File: config.mk
export PLATFORM = sky130hd
export DESIGN_NAME = xilinx_distram_fifo
export DESIGN_NICKNAME = d
export VERILOG_FILES = /design/src/rtl/xilinx_distram_pkg.sv /design/src/rtl/xilinx_sdp_distram.sv /design/src/rtl/xilinx_distram_fifo.sv
export SDC_FILE = /design/constraint.sdc
export NUM_CORES = 1
export LEC_CHECK = 0
export CAP_MARGIN = 30
export CORE_MARGIN = 3
export CORE_UTILIZATION = 30
export CTS_BUF_LIST = sky130_fd_sc_hd__clkbuf_8
export CTS_CLUSTER_DIAMETER = 30
export DETAILED_ROUTE_END_ITERATION = 7
export PLACE_DENSITY_LB_ADDON = 0.1
export RECOVER_POWER = 25
export SYNTH_ARGS = -nofsm -noshare
export SYNTH_HDL_FRONTEND = slang
export SYNTH_SLANG_ARGS = --single-unit
File: constraint.sdc
create_clock -name WCLK -period 9 [get_ports WCLK]
set_input_delay 2.25 -clock WCLK [delete_from_list [all_inputs] [get_ports WCLK]]
set_output_delay 2.25 -clock WCLK [all_outputs]
set_load 0.01 [all_outputs]
File: src/rtl/xilinx_distram_pkg.sv
// xilinx_distram_pkg: shared constants, depth helper and read-mode enum for the distributed-RAM FIFO
package xilinx_distram_pkg;
  localparam int AW_MIN = 5;
  localparam int AW_MAX = 8;
  typedef enum logic {RD_STD, RD_FWFT} rd_mode_e;
  function automatic int depth_of(input int aw);
    return 1 << aw;
  endfunction
endpackage

File: src/rtl/xilinx_sdp_distram.sv
// xilinx_sdp_distram: simple-dual-port LUT RAM, one 1-bit RAMnX1D-style column per data bit
module xilinx_sdp_distram
  import xilinx_distram_pkg::*;
#(
  parameter int ADDR_WIDTH = 6,
  parameter int DATA_WIDTH = 8
) (
  input  logic                  WCLK,
  input  logic                  WE,
  input  logic [ADDR_WIDTH-1:0] WA,
  input  logic [DATA_WIDTH-1:0] D,
  input  logic [ADDR_WIDTH-1:0] RA,
  output logic [DATA_WIDTH-1:0] O
);
  localparam int DEPTH = depth_of(ADDR_WIDTH);
  for (genvar b = 0; b < DATA_WIDTH; b++) begin : g_col
    logic [DEPTH-1:0] col_q;
    // synchronous write into this bit's column; read side is asynchronous
    always_ff @(posedge WCLK)
      if (WE) col_q[WA] <= D[b];
    assign O[b] = col_q[RA];
  end
endmodule

File: src/rtl/xilinx_distram_fifo.sv
// xilinx_distram_fifo: single-clock FIFO on distributed LUT RAM with standard or first-word-fall-through reads
module xilinx_distram_fifo
  import xilinx_distram_pkg::*;
#(
  parameter int ADDR_WIDTH       = 6,
  parameter int DATA_WIDTH       = 8,
  parameter int FWFT             = 0,
  parameter int PROG_FULL_THRESH = depth_of(ADDR_WIDTH) - 4
) (
  input  logic                  WCLK,
  input  logic                  RST,
  input  logic                  WR_EN,
  input  logic [DATA_WIDTH-1:0] DIN,
  output logic                  FULL,
  output logic                  PROG_FULL,
  output logic                  OVERFLOW,
  input  logic                  RD_EN,
  output logic [DATA_WIDTH-1:0] DOUT,
  output logic                  EMPTY,
  output logic                  VALID,
  output logic                  UNDERFLOW,
  output logic [ADDR_WIDTH:0]   COUNT
);
  localparam int DEPTH = depth_of(ADDR_WIDTH);
  localparam rd_mode_e MODE = (FWFT != 0) ? RD_FWFT : RD_STD;
  localparam logic [ADDR_WIDTH:0] FULL_CNT = (ADDR_WIDTH+1)'(DEPTH);
  localparam logic [ADDR_WIDTH:0] PF_TH = (ADDR_WIDTH+1)'(PROG_FULL_THRESH);
  if (ADDR_WIDTH < AW_MIN || ADDR_WIDTH > AW_MAX) begin : g_bad_aw
    $error("xilinx_distram_fifo: ADDR_WIDTH must be 5..8");
  end
  if (PROG_FULL_THRESH < 1 || PROG_FULL_THRESH > DEPTH) begin : g_bad_pf
    $error("xilinx_distram_fifo: PROG_FULL_THRESH must be 1..DEPTH");
  end
  logic [ADDR_WIDTH-1:0] wr_ptr_q, rd_ptr_q;
  logic [ADDR_WIDTH:0]   ram_cnt_q, ram_cnt_d, count_q, count_d;
  logic [DATA_WIDTH-1:0] dout_q, dout_d, ram_o;
  logic ovalid_q, ovalid_d, valid_q, valid_d, empty_q, empty_d;
  logic full_q, prog_full_q, overflow_q, underflow_q;
  logic wr_acc, pop;
  xilinx_sdp_distram #(.ADDR_WIDTH(ADDR_WIDTH), .DATA_WIDTH(DATA_WIDTH)) u_ram (
    .WCLK (WCLK),
    .WE   (wr_acc && !RST),
    .WA   (wr_ptr_q),
    .D    (DIN),
    .RA   (rd_ptr_q),
    .O    (ram_o)
  );
  // pop moves the RAM head into DOUT: on an accepted read (standard) or a prefetch (FWFT)
  always_comb begin
    wr_acc    = WR_EN && !full_q;
    pop       = (MODE == RD_FWFT) ? (ram_cnt_q != '0) && (!ovalid_q || RD_EN) : RD_EN && !empty_q;
    ovalid_d  = (MODE == RD_FWFT) && (pop || (ovalid_q && !RD_EN));
    ram_cnt_d = ram_cnt_q + (ADDR_WIDTH+1)'(wr_acc) - (ADDR_WIDTH+1)'(pop);
    count_d   = ram_cnt_d + (ADDR_WIDTH+1)'(ovalid_d);
    dout_d    = pop ? ram_o : dout_q;
    valid_d   = (MODE == RD_FWFT) ? ovalid_d : pop;
    empty_d   = (MODE == RD_FWFT) ? !ovalid_d : (ram_cnt_d == '0);
  end
  // state and registered flags; flags come from next-state so they track the same edge
  always_ff @(posedge WCLK) begin
    if (RST) begin
      wr_ptr_q    <= '0;
      rd_ptr_q    <= '0;
      ram_cnt_q   <= '0;
      count_q     <= '0;
      ovalid_q    <= 1'b0;
      valid_q     <= 1'b0;
      empty_q     <= 1'b1;
      full_q      <= 1'b0;
      prog_full_q <= 1'b0;
      overflow_q  <= 1'b0;
      underflow_q <= 1'b0;
      dout_q      <= '0;
    end else begin
      wr_ptr_q    <= wr_ptr_q + ADDR_WIDTH'(wr_acc);
      rd_ptr_q    <= rd_ptr_q + ADDR_WIDTH'(pop);
      ram_cnt_q   <= ram_cnt_d;
      count_q     <= count_d;
      ovalid_q    <= ovalid_d;
      valid_q     <= valid_d;
      empty_q     <= empty_d;
      full_q      <= ram_cnt_d == FULL_CNT;
      prog_full_q <= count_d >= PF_TH;
      overflow_q  <= WR_EN && full_q;
      underflow_q <= RD_EN && empty_q;
      dout_q      <= dout_d;
    end
  end
  assign FULL      = full_q;
  assign PROG_FULL = prog_full_q;
  assign OVERFLOW  = overflow_q;
  assign DOUT      = dout_q;
  assign EMPTY     = empty_q;
  assign VALID     = valid_q;
  assign UNDERFLOW = underflow_q;
  assign COUNT     = count_q;
endmodule

# [Word-level counts from Yosys, hierarchy flattened]
# Cells that the tools add are included.
[op_classes] order_cmp=4 muxes=26 n_eq_ne=1 addsub=4 n_reduce_logical=10
[op_table] op="$bwmux 64" count=8
[op_table] op="$bmux 1 s6" count=8
[op_table] op="$lt 6x7->1 const B" count=2
[op_table] op="$add 6x1->6" count=2
[op_table] op="$mux 1" count=9
[op_table] op="$add 7x1->7" count=1
[op_table] op="$eq 7x7->1 const B" count=1
[op_table] op="$ge 7x6->1 const B" count=1
[op_table] op="$logic_not 7->1" count=1
[op_table] op="$sub 7x1->7" count=1
[op_table] op="$demux 1 s6" count=1
[op_table] op="$ge 6x1->1 const B" count=1
[op_table] op="$logic_and 1x1->1" count=6
[op_table] op="$logic_not 1->1" count=3
[word_totals] input_bits=12 register_bits=545 elab_cells=63

# [Depth between registers and ports, before layout]
[depth] depth_word=5 mapped_depth=13 depth_no_buf=13

# [Modules after synthesis]
# Synthesis repeated with hierarchy kept, for this count alone.
[unflattened] cells_unflattened=1070 area_unflattened_um2=21272.9
[modules_own_cells] module="xilinx_sdp_distram" area_each_um2=19909.1 cells_each=920 instances=1 seq_area_each_um2=15374.7
[modules_own_cells] module="xilinx_distram_fifo" area_each_um2=1363.8 cells_each=150 instances=1 seq_area_each_um2=660.6

# [Worst setup path after synthesis]
# No wires, ideal clock.
[synth_path] kind="input to register" from="input port RD_EN" to="register empty_q, in the netlist EMPTY" stages=12 arrival_ps=4336 setup_time_ps=87 setup_slack_ps=4577 required_ps=8913 cell_sequence="nor2b_1 nand2_1 nand2_1 ha_1 inv_1 fa_1 nor2b_1 o21ai_2 a21boi_1 nor2_1 or3_1 o31ai_1"
[synth_via] elab_chain_len=3
[synth_lines] item="start, declared" line_no="xilinx_distram_fifo.sv:17" text="input logic RD_EN,"
[synth_lines] item="$logic_and 1x1->1" line_no="xilinx_distram_fifo.sv:51" text="pop = (MODE == RD_FWFT) ? (ram_cnt_q != '0) && (!ovalid_q || RD_EN) : RD_EN && !empty_q;"
[synth_lines] item="$sub 7x1->7" line_no="xilinx_distram_fifo.sv:53" text="ram_cnt_d = ram_cnt_q + (ADDR_WIDTH+1)'(wr_acc) - (ADDR_WIDTH+1)'(pop);"
[synth_lines] item="$logic_not 7->1" line_no="xilinx_distram_fifo.sv:57" text="empty_d = (MODE == RD_FWFT) ? !ovalid_d : (ram_cnt_d == '0);"
[synth_lines] item="end signal, assigned" line_no="xilinx_distram_fifo.sv:81" text="empty_q <= empty_d;"
[synth_lines] item="end, declared" line_no="xilinx_distram_fifo.sv:37" text="logic ovalid_q, ovalid_d, valid_q, valid_d, empty_q, empty_d;"
# No other way between the ends.
# A chain may end at the register's enable or synchronous reset.

# [Final worst setup path]
[layout_path] from="input port DIN[3]" to="register u_ram.g_col[3].col_q[16] (data pin)"
[layout_via] elab_chain_len=1
[layout_lines] item="start, declared" line_no="xilinx_distram_fifo.sv:13" text="input logic [DATA_WIDTH-1:0] DIN,"
[layout_lines] item="$bwmux 64" line_no="xilinx_sdp_distram.sv:20" text="if (WE) col_q[WA] <= D[b];"
[layout_lines] item="end signal, assigned by index" line_no="xilinx_sdp_distram.sv:20"
[layout_lines] item="end, declared" line_no="xilinx_sdp_distram.sv:17" text="logic [DEPTH-1:0] col_q;"
# No other way between the ends.

==> out/metrics.yaml <==
cts:
  path_clk_slew_ps: 50
  numCtsBuffers: 130
  cts_hold_buffers: 0
  htreeDepth: 4
  root_buffer: "clkbuf_8"
  cts-resized-gates: 0
  clock-sinks: 545
  clock_latency_ps: 730
  cts.path.max_buffers: 3
  cts_setup_buffers: 0
  cts_tree: "done"
power:
  ir_worst_vdd_v: 0.0001218
  power_frac_seq: 0.451
  p_leak_nw: 7.878
  power_density_nw_per_um2: 250.1
  combPwrFrac: 0.077
  clockPowerShare: 0.471
  switchingPower_w: 0.001486
  p_sw_frac: 0.2358
  internal_power_w: 0.004814
layout:
  area_growth_pct: 18.66
  fin_area_um2: 25190
  layout-drive-gt1-share: 0.2387
  layout_commonest_cell: "edfxtp_1"
  num-nets-final: 1248
  final_cell_mix: "edfxtp_1 (512), clkbuf_8 (137), mux4_2 (97)"
status:
  failed_checks: "capacitance limit, slew limit"
  status: "complete, but fails checks"
floorplan:
  die_x_um: 272.0
  initial_utilization: 0.3063
  core_area_um2: 69310
  placementRows: 96
  die_h_um: 272.0
  io_pins: 33
  dieArea_um2: 73990
critical_path:
  slowest_stage: "clkbuf_1"
  cp_slowest_stage_delay_ps: 2800
  crit_buf_inv: 2
  end_kind: "register"
  critPathTopFamily: "buffers and inverters"
  r2r_slack_ps: 5820
  r2r_cells: 7
  reg2reg_from: "rd_ptr_q[0]"
  r2r_end: "DOUT[6]"
  worst_ep_arrival_time_ps: 5210
  required_ps: 8940
  crit_chain: "buf_2 -> clkbuf_1"
  start_kind: "input pin"
  crit_fanout: 64
  crit_type: "input pin to register"
logic_synthesis:
  synth_area_per_cell_um2: 19.28
  syn_inst: 1101
  synth_edf_count: 512
  yosys.cell_types.count: 48
  yosysWarnings: 0
  ys_ff_latch: 545
  synth-seq-area-share: 0.7553
  synth_ff_type: "edfxtp_1"
  syn_nets: 1123
  syn_area_um2: 21230
  synthArstFlopShare: 0
sta:
  worst_slew_pin_slew_ps: 4025
  clock-skew-final_ps: 33.25
  relSlewSlack: -1.683
  rsz0062_at_grt: "no"
  hold_slack_ps: 536.7
  fin_crit_ps: 5274
  maxSlewViolCount: 520
  setup_violations: 0
  max_freq_mhz: 189.6
  period_share: 0.5861
  hold_viol_final: 0
  tns_ps: 0
placement:
  place_hpwl_um: 33600
  port_buffers: 32
  dpl_cell_area_um2: 22510
  place.gp.congestion: 0.7377
drt:
  first_pass_iters: 5
  wire_per_inst_um: 25.65
  via_count: 10940
  viasPerCell: 4.832
  drc: 0
  wl_um: 58070
  drtAntennaViolNets: 0
  dr.first_iter.drc_count: 866
min_path:
  hold_end: "DOUT[6]"
  holdPathStages: 2
  hp-class: "register to register"
  min_from: "DOUT[6]"
grt:
  track_usage: 0.1592
  grt_max_degree: 102
  grt_pass1_wl_um: 83320
  grt-ovfl-total: 0
  grt_pass1_vias: 11744
  grt_antenna_before_repair: 1
job:
  drv_cap: 8
==> power by group through the flow <==
stage | Combinational [W] | Clock, W | Sequential, W
finish | 0.000487 | 0.00297 | 0.00284
global route | 0.000532 | 0.00320 | 0.00285
CTS | 0.000499 | 0.00306 | 0.00284
detailed placement | 0.000496 | 0 | 0.00289
global placement | 0.000500 | 0 | 0.00289
floorplan | 0.000326 | 0 | 0.00287
==> through the flow <==
stage / total power (W) / cells / worst slack [ps] / utilization
after floorplan: 0.003200 / 1101 / 4577 / -
after global placement: 0.003388 / 2024 / 3334 / 0.3246
after detailed placement: 0.003381 / 2025 / 3248 / 0.3248
after CTS: 0.006399 / 2263 / 4080 / 0.3639
after global routing: 0.006579 / 2264 / 3432 / 0.3635
final: 0.006300 / 2264 / 3726 / 0.3635
==> per-layer routing <==
metal | vias up | share of wire | global-route usage
met4 | 0 | 0.021 | 0.05662
met1 | 5760 | 0.47 | 0.2250
met5 | - | 0 | 0
met2 | 318 | 0.46 | 0.2398
met3 | 91 | 0.048 | 0.03858
li1 | 4771 | - | -
==> worst reg2reg max path, cell delays in order, from the launching register on <==
cell       delay, ps
dfxtp_4          630
buf_12           540
mux4_2           750
nor2b_1          160
a2111oi_2        590
a31oi_1          150
nand3_1          160
nand3_1           80
==> worst max-delay path by stage <==
stage / startpoint / endpoint / slack (ps) / cells past startpoint
2_1_floorplan: RD_EN / EMPTY / 4580 / 12
3_3_place_gp: RST / u_ram.g_col[6].col_q[47] / 3330 / 5
3_5_place_dp: RST / u_ram.g_col[2].col_q[54] / 3250 / 4
4_1_cts: RST / u_ram.g_col[1].col_q[54] / 4080 / 4
5_1_grt: DIN[4] / u_ram.g_col[4].col_q[3] / 3430 / 2
6_report: DIN[3] / u_ram.g_col[3].col_q[16] / 3730 / 2
==> final cells by class <==
cell class | count | area (µm²)
fill | 6439 | 44120
sequential | 545 | 16050
multi-input combinational | 486 | 4813
clock buffer | 137 | 1886
tap | 931 | 1165
clock inverter | 101 | 823.3
timing repair buffer | 51 | 409.1
inverter | 12 | 45.04
antenna | 1 | 2.502
==> flip-flops by register name (all words and copies together), names as in the netlist, 6 cells and up <==
| register | flops |
|---|---|
| DOUT | 8 |
| u_ram.g_col.col_q | 512 |
| COUNT | 7 |
| rd_ptr_q | 6 |
| wr_ptr_q | 6 |
==> Yosys cell counts, types with 19 or more instances <==
cell type / instances / area share
nor2_1: 82 / 0.014
dfxtp_1: 33 / 0.031
edfxtp_1: 512 / 0.72
mux4_2: 97 / 0.10
a22oi_1: 23 / 0.0081
clkbuf_1: 30 / 0.0053
o221ai_1: 29 / 0.012
mux2i_1: 79 / 0.037
a21oi_1: 33 / 0.0078
nand3_1: 19 / 0.0045
nand2_1: 36 / 0.0064
==> cell families after synthesis <==
group / count (synthesis) / share of synthesized area
flops: 545 / 0.7553
mux: 176 / 0.1402
simple gates: 173 / 0.03648
compound gates: 115 / 0.03855
buf+inv: 70 / 0.01827
xor+xnor: 12 / 0.004951
fa+ha+maj: 10 / 0.006248
(Power assumes the default switching activity.)
==> RTL edit 1, RTL diff (config.mk and constraints unchanged) <==
The parameter `FWFT` goes from 0 to 1.
--- a/src/rtl/xilinx_distram_fifo.sv
+++ b/src/rtl/xilinx_distram_fifo.sv
@@ -4,7 +4,7 @@
 #(
   parameter int ADDR_WIDTH       = 6,
   parameter int DATA_WIDTH       = 8,
-  parameter int FWFT             = 0,
+  parameter int FWFT             = 1,
   parameter int PROG_FULL_THRESH = depth_of(ADDR_WIDTH) - 4
 ) (
   input  logic                  WCLK,
Formal check against the unedited RTL: not equivalent (a bounded check fails within 4 cycles, from zero or initial values and one cycle with RST high).
==> RTL edit 1 against the unedited design <==
- the flow still finishes with violations (max-capacitance violations, max-slew violations)
- sequential cell count is 7 higher
- wire length is 3.2% lower
- critical path depth stayed put
- non-clock buffer count is 1 higher
- worst setup slack better by 0.45 ns
- final area is 4.3% higher
- area after synthesis is 3.1% higher
Power is not compared: it rests on default switching activity, and its combinational part moved more than twofold at a synthesized area within 25%.
==> RTL edit 1: results (changes against the unedited design) <==
| Metric | Value |
|---|---|
| Met1 usage | `0.200 (was 0.225)` |
| Metal-1 WL | `25700 um (was 27400 um)` |
| WP data arrival | `4.86 ns (was 5.21 ns)` |
| DP HPWL | `32000 um (was 33600 um)` |
| Area occupied by multi-input gates | `5330 um2 (was 4810 um2)` |
| Failing checks | `max-capacitance violations, max-slew violations (unchanged)` |
| Net count reported at finish | `1315 (was 1248)` |
| Worst-Skew Late Latency | `0.77 ns (was 0.73 ns)` |
| Reg2reg setup slack | `5.55 ns (was 5.82 ns)` |
| Buffering overhead | `0.0162 (about the same)` |
| Num sequential | `552 (was 545)` |
| Vias | `11200 (was 10900)` |
| GR Util met2 | `0.235 (was 0.240)` |
| Register Area | `16200 um2 (was 16000 um2)` |
| Crit path largest cell delay | `2.45 ns (was 2.80 ns)` |
| First-iteration detailed-routing DRC count | `667 (was 866)` |
| Mux contribution to synthesized area | `0.145 (was 0.140)` |
| Slew HR | `-1.35 (was -1.68)` |
| Compound-Gate Fraction of Synth Area | `0.0293 (was 0.0385)` |
| Status | `finished with violations (unchanged)` |
| Slew Limit Fails | `520 (unchanged)` |
| Max_cap viols | `8 (unchanged)` |
| Clock skew | `0.0328 ns (was 0.0332 ns)` |
| Synth Area in XOR/XNOR | `0.00800 (was 0.00495)` |
| Period Utilization, post-route | `0.537 (was 0.586)` |
| First-pass GRT wire length | `82700 um (was 83300 um)` |
| M3 GR Usage | `0.0345 (was 0.0386)` |
| Vias in the first global route | `12000 (was 11700)` |
-- RTL edit 1: cell types whose count changed after synthesis, moves of 12 or more --
| cell | unedited run | this run |
|---|---|---|
| nor2_1 | 82 | 94 |
| mux2_2 | 0 | 16 |
| mux4_2 | 97 | 112 |
| a211oi_1 | 1 | 17 |
| a22oi_1 | 23 | 8 |
| o221ai_1 | 29 | 0 |
| nor2b_1 | 11 | 50 |
| a21oi_1 | 33 | 20 |
| mux2i_1 | 79 | 48 |
-- RTL edit 1: path summary, 6_finish.rpt --
path / startpoint / cells after the start / endpoint
worst max register to register: ram_cnt_q[5]$_SDFF_PP0_ / 14 / PROG_FULL$_SDFF_PP0_
worst min-delay path: EMPTY$_SDFF_PP1_ / 2 / UNDERFLOW$_SDFF_PP0_
worst max-delay path: DIN[3] / 2 / u_ram.g_col[3].col_q[5]$_DFFE_PP_
worst min register to register: EMPTY$_SDFF_PP1_ / 2 / UNDERFLOW$_SDFF_PP0_
-- RTL edit 1: per-stage QoR --
| step | cells | cell area [um2] | hold WS, ns | util |
|---|---|---|---|---|
| after floorplan | 1160 | 21900 | 0.460 | - |
| after global placement | 2095 | 23200 | 0.447 | 0.322 |
| after detailed placement | 2098 | 23200 | 0.433 | 0.323 |
| after CTS | 2356 | 26300 | 0.440 | 0.366 |
| after global routing | 2357 | 26300 | 0.448 | 0.366 |
| final | 2357 | 26300 | 0.435 | 0.366 |
-- RTL edit 1: power breakdown --
group | leakage (nW) | total (mW) | internal (mW) | switching (mW)
combinational | 1.66 | 1.75 | 0.830 | 0.917
sequential | 4.94 | 3.00 | 2.88 | 0.115
clock | 1.61 | 3.37 | 2.10 | 1.27
==> RTL edit 2, RTL diff (same settings) <==
Without the edit above. Reset style: asynchronous (`RST`), changed in one clocked block.
--- a/src/rtl/xilinx_distram_fifo.sv
+++ b/src/rtl/xilinx_distram_fifo.sv
@@ -57,7 +57,7 @@
     empty_d   = (MODE == RD_FWFT) ? !ovalid_d : (ram_cnt_d == '0);
   end
   // state and registered flags; flags come from next-state so they track the same edge
-  always_ff @(posedge WCLK) begin
+  always_ff @(posedge WCLK or posedge RST) begin
     if (RST) begin
       wr_ptr_q    <= '0;
       rd_ptr_q    <= '0;
Behaviour: differs if RST is asserted again (counterexample within 4 cycles, from zero or initial values and one cycle with RST high); with RST held inactive, the same outputs for 4 cycles.
==> RTL edit 2 against the unedited design <==
- the run still ends with max-capacitance violations, max-slew violations left
- global-route usage down 0.32 points
- wire length down 2.3%
- final area up 1.1%
- die area up 0.99%
- count of clock-buffer cells in the layout up 2
- worst setup slack better by 0.28 ns
- utilization down 0.15 points
- sequential share of layout area down 0.084 points
- sequential cell count unchanged
- area after synthesis up 1.0%
- hold slack worse by 0.026 ns
- critical path type unchanged
- critical endpoint is now u_ram.g_col[1].col_q[35]$_DFFE_PP_
- largest cell class unchanged
Power is not compared: it rests on default switching activity, and its combinational part moved more than twofold at a synthesized area within 25%.
==> RTL edit 2: results (changes against the unedited design) <==
| Metric | Value |
|---|---|
| Postcts setup bufs | `0 (unchanged)` |
| Reg-to-reg startpoint | `rd_ptr_q[0]$_DFF_PP0_ (was rd_ptr_q[0]$_SDFF_PP0_)` |
| Wire per inst | `24.9 um (was 25.6 um)` |
| Min-delay worst type | `reg2reg (unchanged)` |
| Vias per cell | `4.78 (was 4.83)` |
| Max stage delay cell, worst path | `clkbuf_1 (unchanged)` |
| Root buffer cell | `clkbuf_8 (unchanged)` |
| Peak supply drop | `0.212 mV` |
| Number of flip-flops under the largest register name | `512 (unchanged)` |
| Max_cap viols | `7 (was 8)` |
| Seq/Total Area, Yosys | `0.755 (about the same)` |
| Placer Congestion | `0.752 (was 0.738)` |
| Clock skew | `0.0185 ns (was 0.0332 ns)` |
| First-iteration detailed-routing DRC count | `884 (was 866)` |
| Leading post-synthesis cells by cell area | `edfxtp_1, mux4_2, dfrtp_1 (was edfxtp_1, mux4_2, mux2i_1)` |
| Post-synth ARST share | `0.0606 (was 0)` |
| Pint | `about 5.6 mW` |
| CP top delay family | `buffers and inverters (unchanged)` |
| Gr usage total | `0.156 (was 0.159)` |
| DP HPWL | `33400 um (was 33600 um)` |
| Status | `finished with violations (unchanged)` |
| Hold_sp | `FULL$_DFF_PP0_ (was DOUT[6]$_SDFFE_PP0P_)` |
| Commonest cells post-synth | `edfxtp_1, mux4_2, nor2_1 (unchanged)` |
| Largest net degree at the start of global routing | `115 (was 102)` |
| Max Root-Sink Buffers | `3 (unchanged)` |
| Failing checks | `max-capacitance violations, max-slew violations (unchanged)` |
| Clock transition at path regs | `0.05 ns (about the same)` |
| Worst-margin pin slew | `3.74 ns (was 4.02 ns)` |
| Reg with most FFs | `u_ram.g_col.col_q (unchanged)` |
| Layout filler cell count | `6591 (was 6439)` |
| Net count reported at finish | `1261 (was 1248)` |
| Syn nets | `1141 (was 1123)` |
| Ys Warns | `0 (unchanged)` |
| H-tree depth | `4 (unchanged)` |
| Iteration count of the initial detailed-routing pass | `7 (was 5)` |
| Count of flip-flops with a built-in enable after synthesis | `512 (unchanged)` |
| Total CTS buffers | `131 (was 130)` |
| Vias in the first global route | `11800 (was 11700)` |
| Post-cts resize count | `0 (unchanged)` |
| Crit path largest cell delay | `2.61 ns (was 2.80 ns)` |
| Worst-Skew Late Latency | `0.76 ns (was 0.73 ns)` |
| First-pass GRT wire length | `83200 um (was 83300 um)` |
| LEAKAGE | `roughly 8.2 nW` |
| Synth cell types | `48 (unchanged)` |
| Initial antenna violation count | `2 (was 1)` |
| Slew Limit Fails | `424 (was 520)` |
| Layout cell share with drive strength beyond 1 | `0.261 (was 0.239)` |
| PortBufs | `32 (unchanged)` |
| Worst-path fanout max | `64 (unchanged)` |
| Worst Setup SP | `DIN[1] (was DIN[3])` |
[RTL edit 2: cell count changes after synthesis, moves of 13 or more]
cell      before  now
dfxtp_1       33    0
dfrtp_1        0   32
mux2_2         0   24
a221oi_1       0   16
o22ai_1        2   15
o221ai_1      29    7
mux2i_1       79   52
[RTL edit 2: worst paths after layout]
check,cells after the start,endpoint,slack [ns]
setup / recovery,2,u_ram.g_col[1].col_q[35]$_DFFE_PP_,4.00
hold / removal,1,OVERFLOW$_DFF_PP0_,0.51
setup reg to reg,6,DOUT[7]$_DFFE_PP0P_,5.25
hold reg to reg,1,OVERFLOW$_DFF_PP0_,0.51
max in group asynchronous,3,rd_ptr_q[1]$_DFF_PP0_,4.81
min in group asynchronous,3,wr_ptr_q[0]$_DFF_PP0_,2.76
[RTL edit 2: cell type report]
cell class | count | area, um2 | share of cell area
sequential | 545 | 16200 | 0.636
multi-input combinational | 505 | 4870 | 0.191
timing repair buffer | 46 | 372 | 0.0146
antenna | 1 | 2.50 | 0.0000982
inverter | 10 | 37.5 | 0.00147
clock buffer | 139 | 1910 | 0.0751
tap | 940 | 1180 | 0.0462
clock inverter | 97 | 897 | 0.0352
[RTL edit 2: logic make-up after synthesis]
family | after synthesis | share of synthesized area
buffers and inverters | 69 | 0.0173
adder cells (fa/ha/maj) | 10 | 0.00618
AND/OR/NAND/NOR | 186 | 0.0422
multiplexers | 166 | 0.131
flip-flops | 545 | 0.755
AO/OA/AOI/OAI | 129 | 0.0417
XOR/XNOR | 14 | 0.00572
[RTL edit 2: power by group through the flow]
stage                     Sequential [mW]  Combinational [mW]  Clock (mW)
after floorplan                      3.01                1.48           0
final                                3.12                2.00        3.08
after detailed placement             3.17                2.03           0
after global routing                 3.14                2.16        3.31
after global placement               3.17                2.04           0
after CTS                            3.12                2.03        3.16
[RTL edit 2: metal layers]
metal  global-route usage  vias to the layer above  part of all wire
met5                    0                        -                 0
met2                0.241                      295              0.47
li1                     -                     4814                 -
met3               0.0364                       72             0.041
met4               0.0566                        0             0.019
met1                0.215                     5733              0.47
[RTL edit 2: through the flow]
stage	total power [mW]	instances	area, um2	setup WS [ns]	util
2_1_floorplan	4.48	1119	21400	4.70	-
3_3_place_gp	5.22	2046	22700	3.48	0.322
3_5_place_dp	5.20	2046	22700	3.45	0.322
4_1_cts	8.32	2282	25500	4.27	0.362
5_1_grt	8.62	2283	25500	3.70	0.362
6_report	8.20	2283	25500	4.00	0.362
